==> config.mk <==
export PLATFORM = sky130hd
export DESIGN_NAME = bist_session_scheduler_flat
export DESIGN_NICKNAME = d
export VERILOG_FILES = /design/src/rtl/bist_pkg.sv /design/src/rtl/bist_if.sv /design/src/rtl/bist_session_scheduler_counter.sv /design/src/rtl/bist_session_scheduler.sv /design/src/flat_wrapper.sv
export SDC_FILE = /design/constraint.sdc
export NUM_CORES = 1
export LEC_CHECK = 0
export ABC_AREA = 1
export CAP_MARGIN = 40
export CORE_MARGIN = 2
export CORE_UTILIZATION = 30
export CTS_BUF_LIST = sky130_fd_sc_hd__clkbuf_16
export CTS_CLUSTER_SIZE = 16
export DETAILED_ROUTE_END_ITERATION = 10
export DONT_BUFFER_PORTS = 1
export SYNTH_ARGS = -nofsm -noshare
export SYNTH_HDL_FRONTEND = slang
export SYNTH_SLANG_ARGS = --single-unit
==> constraint.sdc <==
create_clock -name CLK -period 1.8 [get_ports CLK]
set_input_delay 0.36 -clock CLK [delete_from_list [all_inputs] [get_ports CLK]]
set_output_delay 0.36 -clock CLK [all_outputs]
set_load 0.1 [all_outputs]
==> src/rtl/bist_pkg.sv <==
// bist_pkg: shared state encoding, default sizes and width helper for the BIST scheduler
package bist_pkg;
  typedef enum logic [3:0] {
    S_ARM, S_WAIT, S_SELECT, S_INIT, S_SHIFT, S_CAPT, S_COMPARE, S_DONE, S_END
  } state_t;
  localparam int NUM_CUT_D = 4;
  localparam int N_SHIFT_D = 3;
  localparam int M_PAT_D = 330;
  localparam int SIG_W_D = 16;
  function automatic int cw(input int n);
    return (n < 2) ? 1 : $clog2(n);
  endfunction
endpackage

==> src/rtl/bist_if.sv <==
// bist_if: test-access and TPG/MISR/CUT-mux signals of the BIST scheduler
interface bist_if import bist_pkg::*; #(
  parameter int NUM_CUT = NUM_CUT_D,
  parameter int SIG_W = SIG_W_D
);
  logic START;
  logic [NUM_CUT-1:0] CUT_EN;
  logic [SIG_W-1:0] MISR_SIG;
  logic [NUM_CUT*SIG_W-1:0] GOLDEN_SIG;
  logic [cw(NUM_CUT)-1:0] CUT_SEL;
  logic INIT;
  logic SCAN_EN;
  logic CAPTURE;
  logic BUSY;
  logic BIST_END;
  logic [NUM_CUT-1:0] PASS_VEC;
  logic GO;
  modport master (
    output START, CUT_EN, MISR_SIG, GOLDEN_SIG,
    input CUT_SEL, INIT, SCAN_EN, CAPTURE, BUSY, BIST_END, PASS_VEC, GO
  );
  modport slave (
    input START, CUT_EN, MISR_SIG, GOLDEN_SIG,
    output CUT_SEL, INIT, SCAN_EN, CAPTURE, BUSY, BIST_END, PASS_VEC, GO
  );
endinterface

==> src/rtl/bist_session_scheduler_counter.sv <==
// bist_pattern_counter: shift-cycle and pattern counters pacing each CUT's scan run
module bist_pattern_counter import bist_pkg::*; #(
  parameter int N_SHIFT = N_SHIFT_D,
  parameter int M_PAT = M_PAT_D
) (
  input  logic CLK,
  input  logic RESET,
  input  logic clr,
  input  logic shift_inc,
  input  logic cap_inc,
  output logic shift_done,
  output logic pat_done
);
  localparam int SHW = cw(N_SHIFT + 1);
  localparam int PW = cw(M_PAT + 1);
  logic [SHW-1:0] shift_cnt;
  logic [PW-1:0] pat_cnt;
  assign shift_done = shift_inc && (shift_cnt == SHW'(N_SHIFT - 1));
  assign pat_done = cap_inc && (pat_cnt == PW'(M_PAT - 1));
  // shift count restarts on leaving SHIFT; pattern count restarts on INIT and saturates at M_PAT
  always_ff @(posedge CLK or posedge RESET) begin
    if (RESET) begin
      shift_cnt <= '0;
      pat_cnt <= '0;
    end else begin
      shift_cnt <= (clr || shift_done) ? '0 : shift_cnt + SHW'(shift_inc);
      pat_cnt <= clr ? '0 : pat_cnt + PW'(cap_inc);
    end
  end
endmodule

==> src/rtl/bist_session_scheduler.sv <==
// bist_session_scheduler: walks enabled CUTs through init/scan/compare on a shared TPG/MISR
module bist_session_scheduler import bist_pkg::*; #(
  parameter int NUM_CUT = NUM_CUT_D,
  parameter int N_SHIFT = N_SHIFT_D,
  parameter int M_PAT = M_PAT_D,
  parameter int SIG_W = SIG_W_D
) (
  input logic CLK,
  input logic RESET,
  bist_if.slave bus
);
  localparam int SW = cw(NUM_CUT);
  state_t st, nxt;
  logic [NUM_CUT-1:0] en_q, tested, rem;
  logic [SW-1:0] pick;
  logic any_left, shift_done, pat_done;
  if (N_SHIFT < 1 || M_PAT < 1 || NUM_CUT < 1) begin : g_bad_param
    $error("bist_session_scheduler: N_SHIFT, M_PAT and NUM_CUT must all be >= 1");
  end
  assign rem = en_q & ~tested;
  assign any_left = |rem;
  // lowest-index enabled CUT that has not been tested yet
  always_comb begin
    pick = '0;
    for (int i = NUM_CUT - 1; i >= 0; i--) if (rem[i]) pick = SW'(i);
  end
  bist_pattern_counter #(.N_SHIFT(N_SHIFT), .M_PAT(M_PAT)) u_cnt (
    .CLK(CLK),
    .RESET(RESET),
    .clr(st == S_INIT),
    .shift_inc(st == S_SHIFT),
    .cap_inc(st == S_CAPT),
    .shift_done(shift_done),
    .pat_done(pat_done)
  );
  // state register
  always_ff @(posedge CLK or posedge RESET) begin
    if (RESET) st <= S_ARM;
    else st <= nxt;
  end
  // next-state: a session needs START seen low then high, and ignores START while busy
  always_comb begin
    nxt = st;
    case (st)
      S_ARM:     nxt = bus.START ? S_ARM : S_WAIT;
      S_WAIT:    nxt = bus.START ? S_SELECT : S_WAIT;
      S_SELECT:  nxt = any_left ? S_INIT : S_DONE;
      S_INIT:    nxt = S_SHIFT;
      S_SHIFT:   nxt = shift_done ? S_CAPT : S_SHIFT;
      S_CAPT:    nxt = pat_done ? S_COMPARE : S_SHIFT;
      S_COMPARE: nxt = S_SELECT;
      S_DONE:    nxt = S_END;
      S_END:     nxt = bus.START ? S_END : S_ARM;
      default:   nxt = S_ARM;
    endcase
  end
  assign bus.INIT = st == S_INIT;
  assign bus.SCAN_EN = st == S_SHIFT;
  assign bus.CAPTURE = st == S_CAPT;
  assign bus.BUSY = st inside {S_SELECT, S_INIT, S_SHIFT, S_CAPT, S_COMPARE, S_DONE};
  assign bus.BIST_END = st == S_END;
  // session bookkeeping: mask latch, CUT routing, per-CUT verdicts and overall GO
  always_ff @(posedge CLK or posedge RESET) begin
    if (RESET) begin
      en_q <= '0;
      tested <= '0;
      bus.CUT_SEL <= '0;
      bus.PASS_VEC <= '0;
      bus.GO <= 1'b0;
    end else begin
      if (st == S_WAIT && bus.START) begin
        en_q <= bus.CUT_EN;
        tested <= '0;
        bus.PASS_VEC <= '0;
        bus.GO <= 1'b0;
      end
      if (st == S_SELECT && any_left) begin
        bus.CUT_SEL <= pick;
        tested[pick] <= 1'b1;
      end
      if (st == S_COMPARE)
        bus.PASS_VEC[bus.CUT_SEL] <= bus.MISR_SIG == bus.GOLDEN_SIG[bus.CUT_SEL*SIG_W +: SIG_W];
      if (st == S_DONE) bus.GO <= (|en_q) && ((bus.PASS_VEC & en_q) == en_q);
    end
  end
endmodule

==> src/flat_wrapper.sv <==
// flat-port wrapper written by rule: the top's interface ports become plain ports
module bist_session_scheduler_flat import bist_pkg::*;
#(
  parameter int NUM_CUT = NUM_CUT_D,
  parameter int N_SHIFT = N_SHIFT_D,
  parameter int M_PAT = M_PAT_D,
  parameter int SIG_W = SIG_W_D
)
  (CLK, RESET, bus_START, bus_CUT_EN, bus_MISR_SIG, bus_GOLDEN_SIG, bus_CUT_SEL, bus_INIT, bus_SCAN_EN, bus_CAPTURE, bus_BUSY, bus_BIST_END, bus_PASS_VEC, bus_GO);
  bist_if #(.NUM_CUT(NUM_CUT), .SIG_W(SIG_W)) bus_i ();
  input logic CLK;
  input logic RESET;
  input wire logic [$bits(bus_i.START)-1:0] bus_START;
  input wire logic [$bits(bus_i.CUT_EN)-1:0] bus_CUT_EN;
  input wire logic [$bits(bus_i.MISR_SIG)-1:0] bus_MISR_SIG;
  input wire logic [$bits(bus_i.GOLDEN_SIG)-1:0] bus_GOLDEN_SIG;
  output wire logic [$bits(bus_i.CUT_SEL)-1:0] bus_CUT_SEL;
  output wire logic [$bits(bus_i.INIT)-1:0] bus_INIT;
  output wire logic [$bits(bus_i.SCAN_EN)-1:0] bus_SCAN_EN;
  output wire logic [$bits(bus_i.CAPTURE)-1:0] bus_CAPTURE;
  output wire logic [$bits(bus_i.BUSY)-1:0] bus_BUSY;
  output wire logic [$bits(bus_i.BIST_END)-1:0] bus_BIST_END;
  output wire logic [$bits(bus_i.PASS_VEC)-1:0] bus_PASS_VEC;
  output wire logic [$bits(bus_i.GO)-1:0] bus_GO;
  assign bus_i.START = bus_START;
  assign bus_i.CUT_EN = bus_CUT_EN;
  assign bus_i.MISR_SIG = bus_MISR_SIG;
  assign bus_i.GOLDEN_SIG = bus_GOLDEN_SIG;
  assign bus_CUT_SEL = bus_i.CUT_SEL;
  assign bus_INIT = bus_i.INIT;
  assign bus_SCAN_EN = bus_i.SCAN_EN;
  assign bus_CAPTURE = bus_i.CAPTURE;
  assign bus_BUSY = bus_i.BUSY;
  assign bus_BIST_END = bus_i.BIST_END;
  assign bus_PASS_VEC = bus_i.PASS_VEC;
  assign bus_GO = bus_i.GO;
  bist_session_scheduler #(.NUM_CUT(NUM_CUT), .N_SHIFT(N_SHIFT), .M_PAT(M_PAT), .SIG_W(SIG_W)) u_core (.CLK(CLK), .RESET(RESET), .bus(bus_i));
endmodule
==> summary.txt, run 1 <==
Run status
  – Status: complete, but fails checks
  – Violated checks: negative setup slack

Worst setup path
  – CP arrival: 2.00 ns
  – R2R cell count: 13
  – Critical path fanouts, max: 3
  – R2r startpoint: u_core.st[3]
  – CP max-delay cell: dfrtp_1
  – Reg2Reg Setup Slack: -0.008 ns
  – WP buf/inv: 2
  – CP Class: reg2reg
  – Startpoint Class: flop
  – Max incr delay on CP: 0.38 ns
  – Worst Setup End Kind: flop
  – Critical Path RT: 2.00 ns
  – CP most frequent cell: nor2_2
  – Worst-path cell chain: nor2_2 -> inv_2 -> nor2_4 -> ha_4 -> ha_4 -> nand2_2 -> nor2_2 -> inv_1 -> nor2_2 -> nand3_1 -> nor2_1 -> o21ai_1 -> a21oi_1
  – Delay-heaviest family, CP: simple AND/OR/NAND/NOR gates
  – FF-to-FF End: u_core.u_cnt.pat_cnt[8]

Layout
  – Final instance area: between 0.002 and 0.003 mm^2
  – Area Growth Syn to Fin: 22.91%
  – Reg area: roughly 760 um^2
  – Layout fillers: 844
  – Post-layout nets: around 520
  – Share of cells above drive strength 1: 0.1265
  – Layout Utilization: 0.3781
  – Ant. Diodes: 0
  – Multi-input gate area in the final layout: 0.001436 mm^2

Clock network
  – Clock buffer depth: 2
  – Num CTS Buffers: 5
  – CTS tree: done
  – TritonCTS Sinks: 30
  – Clock transition at path regs: ~0.05 ns
  – H-tree levels: 2
  – CTS Root Buffer Type: clkbuf_16
  – Hold Buf Count CTS: 0
  – Worst skew pair latency: 0.27 ns

Detailed routing
  – ANT nets after route: 0
  – Vias: 2,481
  – Routed length per instance: approximately 12 um
  – Post-Route WL: ~6300 um
  – # DRC: 0
  – Vias per Instance: about 4.7
  – DR iter-0 viols: between 40 and 50
  – Pre-antenna DRT Iters: 5

Worst hold path
  – Worst Hold Class: in2async

Yosys
  – Synth warn: 0
  – #FFs+latches synth: 30
  – Syn Nets: around 500
  – Synthesized area: between 0.002 and 0.0025 mm^2
  – Sequential-to-total area share from yosys stat: 0.3175
  – Synth area leaders: nand2_1, dfrtp_1, inv_1
  – Cell variety after synth: 23
  – Syn Inst Count: between 400 and 500
  – Multiplexer area fraction after synthesis: 0
  – Simple-Gate Fraction of Synth Area: 0.4831
  – Top cell type's share of synthesized area: 0.3270
  – XOR/XNOR Fraction of Synth Area: 0.003704
  – Mean Syn Cell Area: approximately 6 um^2
  – Adder-Cell Fraction of Synth Area: 0.01587
  – Area leader, netlist: nand2_1
  – Largest family of logic cells by synthesized area: simple AND/OR/NAND/NOR gates
  – Complex-gate fraction of the synthesized area: 0.06878

Pwr
  – Power Total: around 0.0043 W
  – Clk pwr share: 0.175
  – VDD IR max: about 0.0013 V
  – Sw Share: 0.4916
  – Reg power frac: 0.240
  – Cell-internal power: 0.002198 W
  – Net Switching: ~0.0021 W
  – Leak: 1.605 nW
  – PD cells: 1488 mW/mm^2
  – Combinational power share: 0.584

Place
  – Port bufs: 0
  – GP Congestion: about 0.86
  – Detail Placement HPWL: about 4700 um
  – Worst slack, placed: -0.02302 ns
  – Placed Area: ~0.0027 mm^2

STA
  – RSZ-0062 raised after global routing: true
  – Min Tclk post-route: approximately 1.8 ns
  – Worst slew pin tran: between 0.3 and 0.4 ns
  – Count of final hold-check violations: 0
  – Fin Clk Skew: roughly 0.0042 ns
  – Worst Slack Setup Final: -0.007945 ns
  – Final slew viol count: 0
  – Fmax: approximately 0.55 GHz
  – Final period util: 1.004
  – Final setup fails: 1
  – Slew headroom: 0.7379

Floorplanning
  – Initial Util: 0.3076
  – Die H: between 90 and 100 um
  – Chip Width: between 90 and 100 um
  – Num ports: 99
  – Core Rows: 32
  – Die ar.: approximately 0.0086 mm^2
  – Core area: 0.007687 mm^2

Global routing
  – Initial antenna violation count: 0
  – Pin count of the biggest net entering global routing: 36
  – First-pass GRT wire length: 9977 um
  – Overall global routing resource usage: 0.1422
  – Vias in the first global route: 2,237
  – Total gr overflow: 0

Run
  – Max-cap violations: 0
## worst reg2reg max path, delay by kind of cell, from the launching register on
family | cells | cell delay (ns)
compound gates | 2 | 0.20
simple gates | 7 | 0.75
fa+ha+maj | 2 | 0.28
buf+inv | 2 | 0.11
flops | 1 | 0.38
## cells in the final DEF, fill, tap and decap left out, drive strengths merged
| cell | Yosys | final |
|---|---|---|
| xnor2 | 1 | 1 |
| nand2 | 206 | 206 |
| a32o | 1 | 1 |
| o32ai | 1 | 1 |
| clkbuf | 0 | 6 |
| o22ai | 4 | 4 |
| clkinv | 0 | 3 |
| nand3 | 27 | 27 |
| buf | 11 | 24 |
| nor2 | 36 | 36 |
| nor3 | 5 | 5 |
| nor4 | 1 | 1 |
| o311ai | 1 | 1 |
| ha | 3 | 3 |
| inv | 47 | 47 |
| nand3b | 5 | 5 |
| nand4 | 4 | 4 |
| a21oi | 6 | 6 |
| o21ai | 16 | 16 |
| dfrtp | 30 | 30 |
## power groups by stage
stage                     logic [W]  registers (W)  clock network (W)
after detailed placement    0.00241        0.00103                  0
after CTS                   0.00243        0.00102           0.000784
after global routing        0.00286        0.00107           0.000816
final                       0.00253        0.00104           0.000758
after global placement      0.00237        0.00102                  0
after floorplan             0.00174        0.00119                  0
## stage by stage
step | setup TNS, ns | hold WS, ns | std cells
global route | -0.2256 | 0.1010 | 529
detailed placement | -0.06736 | 0.3695 | 519
CTS | 0 | 0.08379 | 527
global placement | 0 | 0.3656 | 519
floorplan | -2.275 | 0.4358 | 405
finish | -0.007945 | 0.07053 | 529
## worst max-delay path by stage
| stage | startpoint | end | slack [ns] | cells past startpoint |
|---|---|---|---|---|
| after detailed placement | u_core.bus.CUT_SEL[0] | u_core.bus.PASS_VEC[2] | -0.02 | 11 |
| final | u_core.st[3] | u_core.u_cnt.pat_cnt[8] | -0.008 | 13 |
| after CTS | u_core.st[1] | u_core.u_cnt.pat_cnt[8] | 0.002 | 13 |
| after global placement | u_core.bus.CUT_SEL[0] | u_core.bus.PASS_VEC[2] | 0.01 | 11 |
| after floorplan | u_core.st[0] | u_core.u_cnt.pat_cnt[8] | -0.46 | 14 |
| after global routing | u_core.st[3] | u_core.u_cnt.pat_cnt[8] | -0.13 | 13 |
## cells in the mapped netlist, drive strengths merged
cell and n:
nand3 27, nor4 1, nand2 206, dfrtp 30
buf 11, o22ai 4, o311ai 1, inv 47
a32o 1, o21ai 16, nand4 4, nor2 36
a21oi 6, ha 3, xnor2 1, nor3 5
o32ai 1, nand3b 5
## sequential cells by signal (all words and copies together) (netlist names)
name / count
u_core.u_cnt.pat_cnt: 9
u_core.bus.PASS_VEC: 4
u_core.en_q: 4
u_core.st: 4
u_core.tested: 4
u_core.bus.CUT_SEL: 2
u_core.u_cnt.shift_cnt: 2
u_core.bus.GO: 1
## area by class of cell
class | count | share of cell area
timing repair buffer | 25 | 0.08782
clock buffer | 5 | 0.04305
multi-input combinational | 317 | 0.4942
tap | 102 | 0.04391
clock inverter | 3 | 0.004305
inverter | 47 | 0.06586
sequential | 30 | 0.2609
## cells by family (layout without fill, tap and decap cells)
logic type,count (synthesis),count (layout)
AO/OA/AOI/OAI,29,29
XOR/XNOR,1,1
adder cells (fa/ha/maj),3,3
buffers and inverters,58,80
flip-flops,30,30
AND/OR/NAND/NOR,284,284
## metal layers
metal	GRT usage	vias to the layer above	part of all wire
met5	0	-	0
met4	0.03676	0	0.011
met3	0.02522	5	0.078
met2	0.2536	83	0.46
met1	0.1764	1087	0.45
li1	-	1306	-
## timing repair
action                                  in CTS  in global routing
buffers inserted                             0                  1
pin swaps                                    0                  9
gates cloned                                 0                  1
endpoints found under the setup margin       5                  8
resized for setup                            2                 17
Note: power is estimated with default switching activity, not from simulation.
==> run 2, diff against run 1 <==
--- a/config.mk
+++ b/config.mk
@@ -9,7 +9,7 @@
 export CAP_MARGIN = 40
 export CORE_MARGIN = 2
 export CORE_UTILIZATION = 30
-export CTS_BUF_LIST = sky130_fd_sc_hd__clkbuf_16
+export CTS_BUF_LIST = sky130_fd_sc_hd__clkbuf_8
 export CTS_CLUSTER_SIZE = 16
 export DETAILED_ROUTE_END_ITERATION = 10
 export DONT_BUFFER_PORTS = 1
==> run 2 against run 1 <==
  * The run still ends with negative setup slack left
  * Sequential power barely moved
  * Total power shrank 3.8%
  * Non-clock buffer count rose by 1
  * Largest power group unchanged
  * Final area is 0.73% lower
  * Clock power is 27% lower
  * Maximum frequency is 0.30% lower
  * Worst hold slack got worse by 0.025 ns
  * Register-to-register slack is essentially flat
  * First-iteration DRC count down 11%
==> summary.txt, run 2 (synthesized netlist as in run 1, its figures left out) <==
Detailed routing
  – Routed length per instance: about 12 um
  – DR iter-0 viols: 40
  – # DRC: 0
  – Vias: approximately 2,500
  – Vias per Instance: between 4 and 5
  – ANT nets after route: 0
  – Post-Route WL: approximately 6400 um
  – Pre-antenna DRT Iters: 4

STA
  – Fin Clk Skew: 0.006078 ns
  – Worst slew pin tran: roughly 0.4 ns
  – Fmax: about 0.55 GHz
  – Slew headroom: 0.7372
  – Final setup fails: 1
  – Final slew viol count: 0
  – Final period util: 1.007
  – Worst Slack Setup Final: -0.01337 ns
  – RSZ-0062 raised after global routing: true
  – Count of final hold-check violations: 0
  – Min Tclk post-route: ~1.8 ns

Clock network
  – TritonCTS Sinks: 30
  – CTS tree: done
  – Num CTS Buffers: 5
  – Hold Buf Count CTS: 0
  – Worst skew pair latency: between 0.2 and 0.3 ns
  – Clock transition at path regs: approximately 0.060 ns
  – CTS Root Buffer Type: clkbuf_8
  – H-tree levels: 2
  – Clock buffer depth: 2

Pwr
  – Reg power frac: 0.249
  – Combinational power share: 0.618
  – Cell-internal power: roughly 0.0020 W
  – PD cells: around 1400 mW/mm^2
  – VDD IR max: between 0.001 and 0.0015 V
  – Power Total: 0.004159 W
  – Sw Share: 0.5151
  – Clk pwr share: 0.132
  – Net Switching: approximately 0.0021 W
  – Leak: around 1.6 nW

Global routing
  – M2 GR Usage: 0.2579
  – Total gr overflow: 0
  – GR Util met3: 0.03499
  – Met1 GRT Util: 0.1774
  – Global routing's busiest layer: met2
  – Initial antenna violation count: 0
  – Pin count of the biggest net entering global routing: 36
  – Overall global routing resource usage: 0.1463
  – Vias in the first global route: 2,253
  – First-pass GRT wire length: between 10,000 and 15,000 um

Worst setup path
  – FF-to-FF End: u_core.u_cnt.pat_cnt[8]
  – Setup crit end: u_core.u_cnt.pat_cnt[8]
  – CP arrival: just over 2 ns
  – CP Class: reg2reg
  – Reg2Reg Setup Slack: -0.01 ns
  – CP max-delay cell: dfrtp_1
  – Worst-path cell chain: nor2_2 -> inv_2 -> nor2_4 -> ha_4 -> ha_4 -> nand2_2 -> nor2_2 -> inv_1 -> nor2_2 -> nand3_1 -> nor2_1 -> o21ai_1 -> a21oi_1
  – Worst Setup End Kind: flop
  – CP most frequent cell: nor2_2
  – Startpoint Class: flop
  – Max incr delay on CP: just under 0.4 ns
  – Critical Path RT: 2.02 ns
  – R2R cell count: 13
  – Crit path from: u_core.st[3]
  – R2r startpoint: u_core.st[3]
  – Critical path fanouts, max: 3

Layout
  – Top reg by flops: u_core.u_cnt.pat_cnt
  – Most frequent cells in the layout: nand2_1, inv_1, dfrtp_1, nand3_1, nor2_1
  – Share of cells above drive strength 1: 0.1402
  – Commonest non-fill, non-tap cell in the layout: nand2_1
  – Post-layout nets: 517
  – Area Growth Syn to Fin: 22.01%
  – Number of flip-flops in the largest register: 9
  – Reg area: 758.2 um^2
  – Ant. Diodes: 0
  – Multi-input gate area in the final layout: around 0.0015 mm^2
  – Layout fillers: between 800 and 900
  – Final instance area: 0.002885 mm^2

Place
  – Worst slack, placed: -0.02302 ns
  – Detail Placement HPWL: 4747 um
  – Placed Area: approximately 0.0027 mm^2
  – GP Congestion: just under 0.9
  – Port bufs: 0

Floorplanning
  – Core Rows: 32
  – Num ports: 99
  – Die H: around 93 um
  – Initial Util: 0.3076
  – Die ar.: about 0.0086 mm^2
  – Core area: 0.007687 mm^2
  – Chip Width: roughly 93 um

Worst hold path
  – Worst Hold Class: in2async

Run
  – Max-cap violations: 0

Run status
  – Violated checks: negative setup slack
  – Status: complete, but fails checks
[run 2: cell count changes in the layout (fill, tap and decap cells not counted), sizes merged]
cell,previous run,this run
buf,24,25
clkbuf,6,7
clkinv,3,2
[run 2: how the worst min path moves through the flow]
stage | from | to | slack [ns] | cells past startpoint
2_1_floorplan | u_core.u_cnt.pat_cnt[8] | u_core.u_cnt.pat_cnt[8] | 0.44 | 1
6_report | RESET | u_core.u_cnt.pat_cnt[8] | 0.05 | 2
4_1_cts | RESET | u_core.u_cnt.pat_cnt[5] | 0.06 | 2
3_5_place_dp | RESET | u_core.u_cnt.pat_cnt[5] | 0.37 | 2
5_1_grt | RESET | u_core.u_cnt.pat_cnt[5] | 0.07 | 2
3_3_place_gp | RESET | u_core.u_cnt.pat_cnt[5] | 0.37 | 2
[run 2: critical path, delay by kind of cell, from the launching register on]
family	cells	cell delay [ns]
AOI/OAI and AO/OA	2	0.20
adders and majority gates	2	0.28
buffers and inverters	2	0.11
DFF	1	0.39
and+or+nand+nor	7	0.77
[run 2: area by class of cell]
class,count,share of cell area
clock inverter,2,0.003036
timing repair buffer,26,0.09107
inverter,47,0.06635
multi-input combinational,317,0.5039
sequential,30,0.2628
tap,102,0.04423
clock buffer,6,0.02862
[run 2: routing by layer]
| metal | up-vias | wire [um] |
|---|---|---|
| li1 | 1304 | - |
| met1 | 1093 | 2815 |
| met2 | 88 | 2926 |
| met3 | 8 | 553 |
| met4 | 0 | 78 |
| met5 | - | 0 |
[run 2: power by group through the flow]
stage / clock (W) / combinational [W] / sequential, W
floorplan: 0 / 0.00174 / 0.00119
global placement: 0 / 0.00237 / 0.00102
detailed placement: 0 / 0.00241 / 0.00103
CTS: 0.000570 / 0.00246 / 0.00102
finish: 0.000550 / 0.00257 / 0.00104
global route: 0.000600 / 0.00291 / 0.00107
[run 2: repair_timing]
| action | in CTS | in global routing |
|---|---|---|
| gates cloned | 0 | 1 |
| pin swaps | 0 | 9 |
| buffers inserted | 0 | 3 |
| endpoints found under the setup margin | 5 | 8 |
| resized for setup | 5 | 20 |
[run 2: metrics by stage]
step / TNS [ns] / util / hold slack, ns / instances
detailed placement: -0.06736 / 0.3485 / 0.3695 / 519
finish: -0.01337 / 0.3753 / 0.04559 / 530
CTS: 0 / 0.3630 / 0.05948 / 527
floorplan: -2.275 / - / 0.4358 / 405
global route: -0.3625 / 0.3753 / 0.07310 / 530
global placement: 0 / 0.3485 / 0.3656 / 519
==> run 3, diff against run 2 <==
--- a/config.mk
+++ b/config.mk
@@ -7,12 +7,16 @@
 export LEC_CHECK = 0
 export ABC_AREA = 1
 export CAP_MARGIN = 40
+export CELL_PAD_IN_SITES_DETAIL_PLACEMENT = 1
+export CELL_PAD_IN_SITES_GLOBAL_PLACEMENT = 1
 export CORE_MARGIN = 2
 export CORE_UTILIZATION = 30
 export CTS_BUF_LIST = sky130_fd_sc_hd__clkbuf_8
 export CTS_CLUSTER_SIZE = 16
 export DETAILED_ROUTE_END_ITERATION = 10
 export DONT_BUFFER_PORTS = 1
+export PLACE_DENSITY_LB_ADDON = 0.1
 export SYNTH_ARGS = -nofsm -noshare
 export SYNTH_HDL_FRONTEND = slang
 export SYNTH_SLANG_ARGS = --single-unit
+export TNS_END_PERCENT = 30
==> constraint.sdc (replaced) <==
create_clock -name CLK -period 1.6 [get_ports CLK]
set_input_delay 0.32 -clock CLK [delete_from_list [all_inputs] [get_ports CLK]]
set_output_delay 0.32 -clock CLK [all_outputs]
set_load 0.1 [all_outputs]
==> run 3 against run 2 <==
  * The flow still finishes with violations (negative setup slack)
  * Flip-flop and latch count unchanged
  * Sequential power up 9%
  * Global-route usage up 2.0 points
  * Cell count up 1.9%
  * Total power up 17%
  * Core utilization up 1.4 points
  * First-iteration DRC count up 23%
  * Maximum frequency up 1.4%
  * Combinational power up 21%
  * Count of clock-buffer cells in the layout unchanged
  * Critical path depth unchanged
  * Non-clock buffer count up 10
  * Largest cell class unchanged
  * Largest power group unchanged
==> summary.txt, run 3 (synthesized netlist as in run 1, its figures left out) <==
Worst setup path
  – Max incr delay on CP: 0.40 ns
  – CP arrival: about 2.0 ns
  – CP max-delay cell: dfrtp_1
  – Critical path fanouts, max: 2
  – Worst-path cell chain: nor2_2 -> inv_2 -> nor2_4 -> ha_4 -> ha_4 -> nand2_2 -> nor2_2 -> inv_1 -> nor2_2 -> nand3_2 -> nor2_4 -> o21ai_2 -> a21oi_1
  – Worst Setup End Kind: flop
  – Critical Path RT: approximately 1.8 ns
  – CP most frequent cell: nor2_2
  – Delay-heaviest family, CP: simple AND/OR/NAND/NOR gates
  – Startpoint Class: flop
  – WP buf/inv: 2
  – CP Class: reg2reg

Place
  – Detail Placement HPWL: 5574 um
  – GP Congestion: ~0.8
  – Port bufs: 0
  – Worst slack, placed: -0.2071 ns

Layout
  – Number of flip-flops in the largest register: 9
  – Reg area: about 750 um^2
  – Top reg by flops: u_core.u_cnt.pat_cnt
  – Multi-input gate area in the final layout: about 0.0015 mm^2
  – Most frequent cells in the layout: nand2_1, inv_1, dfrtp_1, buf_4, nand3_1
  – Post-layout nets: about 530
  – Layout Utilization: 0.3888
  – Ant. Diodes: 0
  – Commonest non-fill, non-tap cell in the layout: nand2_1
  – Layout fillers: 1,051
  – Area Growth Syn to Fin: 26.40%
  – Share of cells above drive strength 1: 0.1644

Floorplanning
  – Core area: about 0.0077 mm^2
  – Num ports: 99
  – Chip Width: between 90 and 100 um
  – Die ar.: about 0.0086 mm^2
  – Core Rows: 32
  – Initial Util: 0.3076
  – Die H: approximately 93 um

Run status
  – Status: complete, but fails checks
  – Violated checks: negative setup slack

STA
  – Count of final hold-check violations: 0
  – Setup_tns: -0.6644 ns
  – Final Hold Slack: 0.003929 ns
  – Fin Clk Skew: slightly below 0.006 ns
  – Worst Slack Setup Final: -0.1886 ns
  – Slew headroom: 0.7372
  – Worst slew pin tran: just under 0.4 ns
  – Final setup fails: 7
  – RSZ-0062 raised after global routing: true
  – Fmax: around 0.56 GHz
  – Final slew viol count: 0
  – Final period util: 1.118
  – Min Tclk post-route: 1.789 ns

Clock network
  – Hold Buf Count CTS: 0
  – Clock transition at path regs: about 0.070 ns
  – CTS tree: done
  – Worst skew pair latency: slightly below 0.3 ns
  – CTS Root Buffer Type: clkbuf_8
  – H-tree levels: 2
  – Clock buffer depth: 2
  – Num CTS Buffers: 5
  – TritonCTS Sinks: 30

Detailed routing
  – Vias: 2,555
  – Routed length per instance: 12.99 um
  – Vias per Instance: around 4.7
  – # DRC: 0
  – ANT nets after route: 0
  – Pre-antenna DRT Iters: 4
  – DR iter-0 viols: 49
  – Post-Route WL: 7012 um

Run
  – Max-cap violations: 0

Pwr
  – Leak: approximately 1.6 nW
  – VDD IR max: about 0.0012 V
  – PD cells: approximately 1600 mW/mm^2

Global routing
  – GR Util met3: 0.03987
  – Pin count of the biggest net entering global routing: 34
  – Initial antenna violation count: 0
  – First-pass GRT wire length: ~12,000 um
  – Overall global routing resource usage: 0.1667
  – Met1 GRT Util: 0.1924
  – Total gr overflow: 0
  – M2 GR Usage: 0.3031
  – Global routing's busiest layer: met2
  – Vias in the first global route: ~2,600

Worst hold path
  – Worst Hold Class: in2async
## run 3: layout make-up
cell class                      instances  share of cell area
Clock inverter                          2            0.002930
Multi-Input combinational cell        317              0.4910
Tap cell                              102             0.04270
Clock buffer                            6             0.02763
Sequential cell                        30              0.2520
Inverter                               47             0.06153
Timing Repair Buffer                   36              0.1222
## run 3: per-stage QoR
step | area [um^2] | instances | power [W]
floorplan | 2412 | 405 | 0.003283
global placement | 2776 | 531 | 0.003998
detailed placement | 2776 | 531 | 0.004062
CTS | 2907 | 539 | 0.004807
global route | 2989 | 540 | 0.005359
finish | 2989 | 540 | 0.004867
## run 3: worst register-to-register path: cells and delay by family (launching register included)
family	cells	cell delay, ns
DFF	1	0.40
and+or+nand+nor	7	0.74
AOI/OAI and AO/OA	2	0.18
buffers and inverters	2	0.12
adders and majority gates	2	0.29
## run 3: final timing paths
path | slack (ns) | startpoint | endpoint | depth (start not counted)
worst min-delay path | 0.004 | RESET | u_core.u_cnt.pat_cnt[6] | 2
worst max register to register | -0.19 | u_core.st[3] | u_core.u_cnt.pat_cnt[8] | 13
worst min register to register | 0.51 | u_core.tested[0] | u_core.tested[0] | 1
max in group asynchronous | 1.29 | RESET | u_core.bus.CUT_SEL[0] | 2
min in group CLK | 0.15 | bus_CUT_EN[1] | u_core.en_q[1] | 2
worst max-delay path | -0.19 | u_core.st[3] | u_core.u_cnt.pat_cnt[8] | 13
## run 3: repair_timing
| item | CTS | global route |
|---|---|---|
| pin swaps | 2 | 3 |
| resized for setup | 11 | 22 |
| setup endpoints to repair | 11 | 15 |
| setup buffers | 1 | 1 |
## run 3: metal layers
| metal | part of all wire | wire [um] |
|---|---|---|
| met4 | 0.012 | 82 |
| met1 | 0.42 | 2926 |
| met2 | 0.49 | 3470 |
| met3 | 0.076 | 532 |
| met5 | 0 | 0 |
## run 3: where the power goes
group,leakage [nW],switching (W),internal (W)
clock,0.0524,0.000294,0.000340
combinational,1.20,0.00202,0.00109
sequential,0.395,0.000146,0.000980
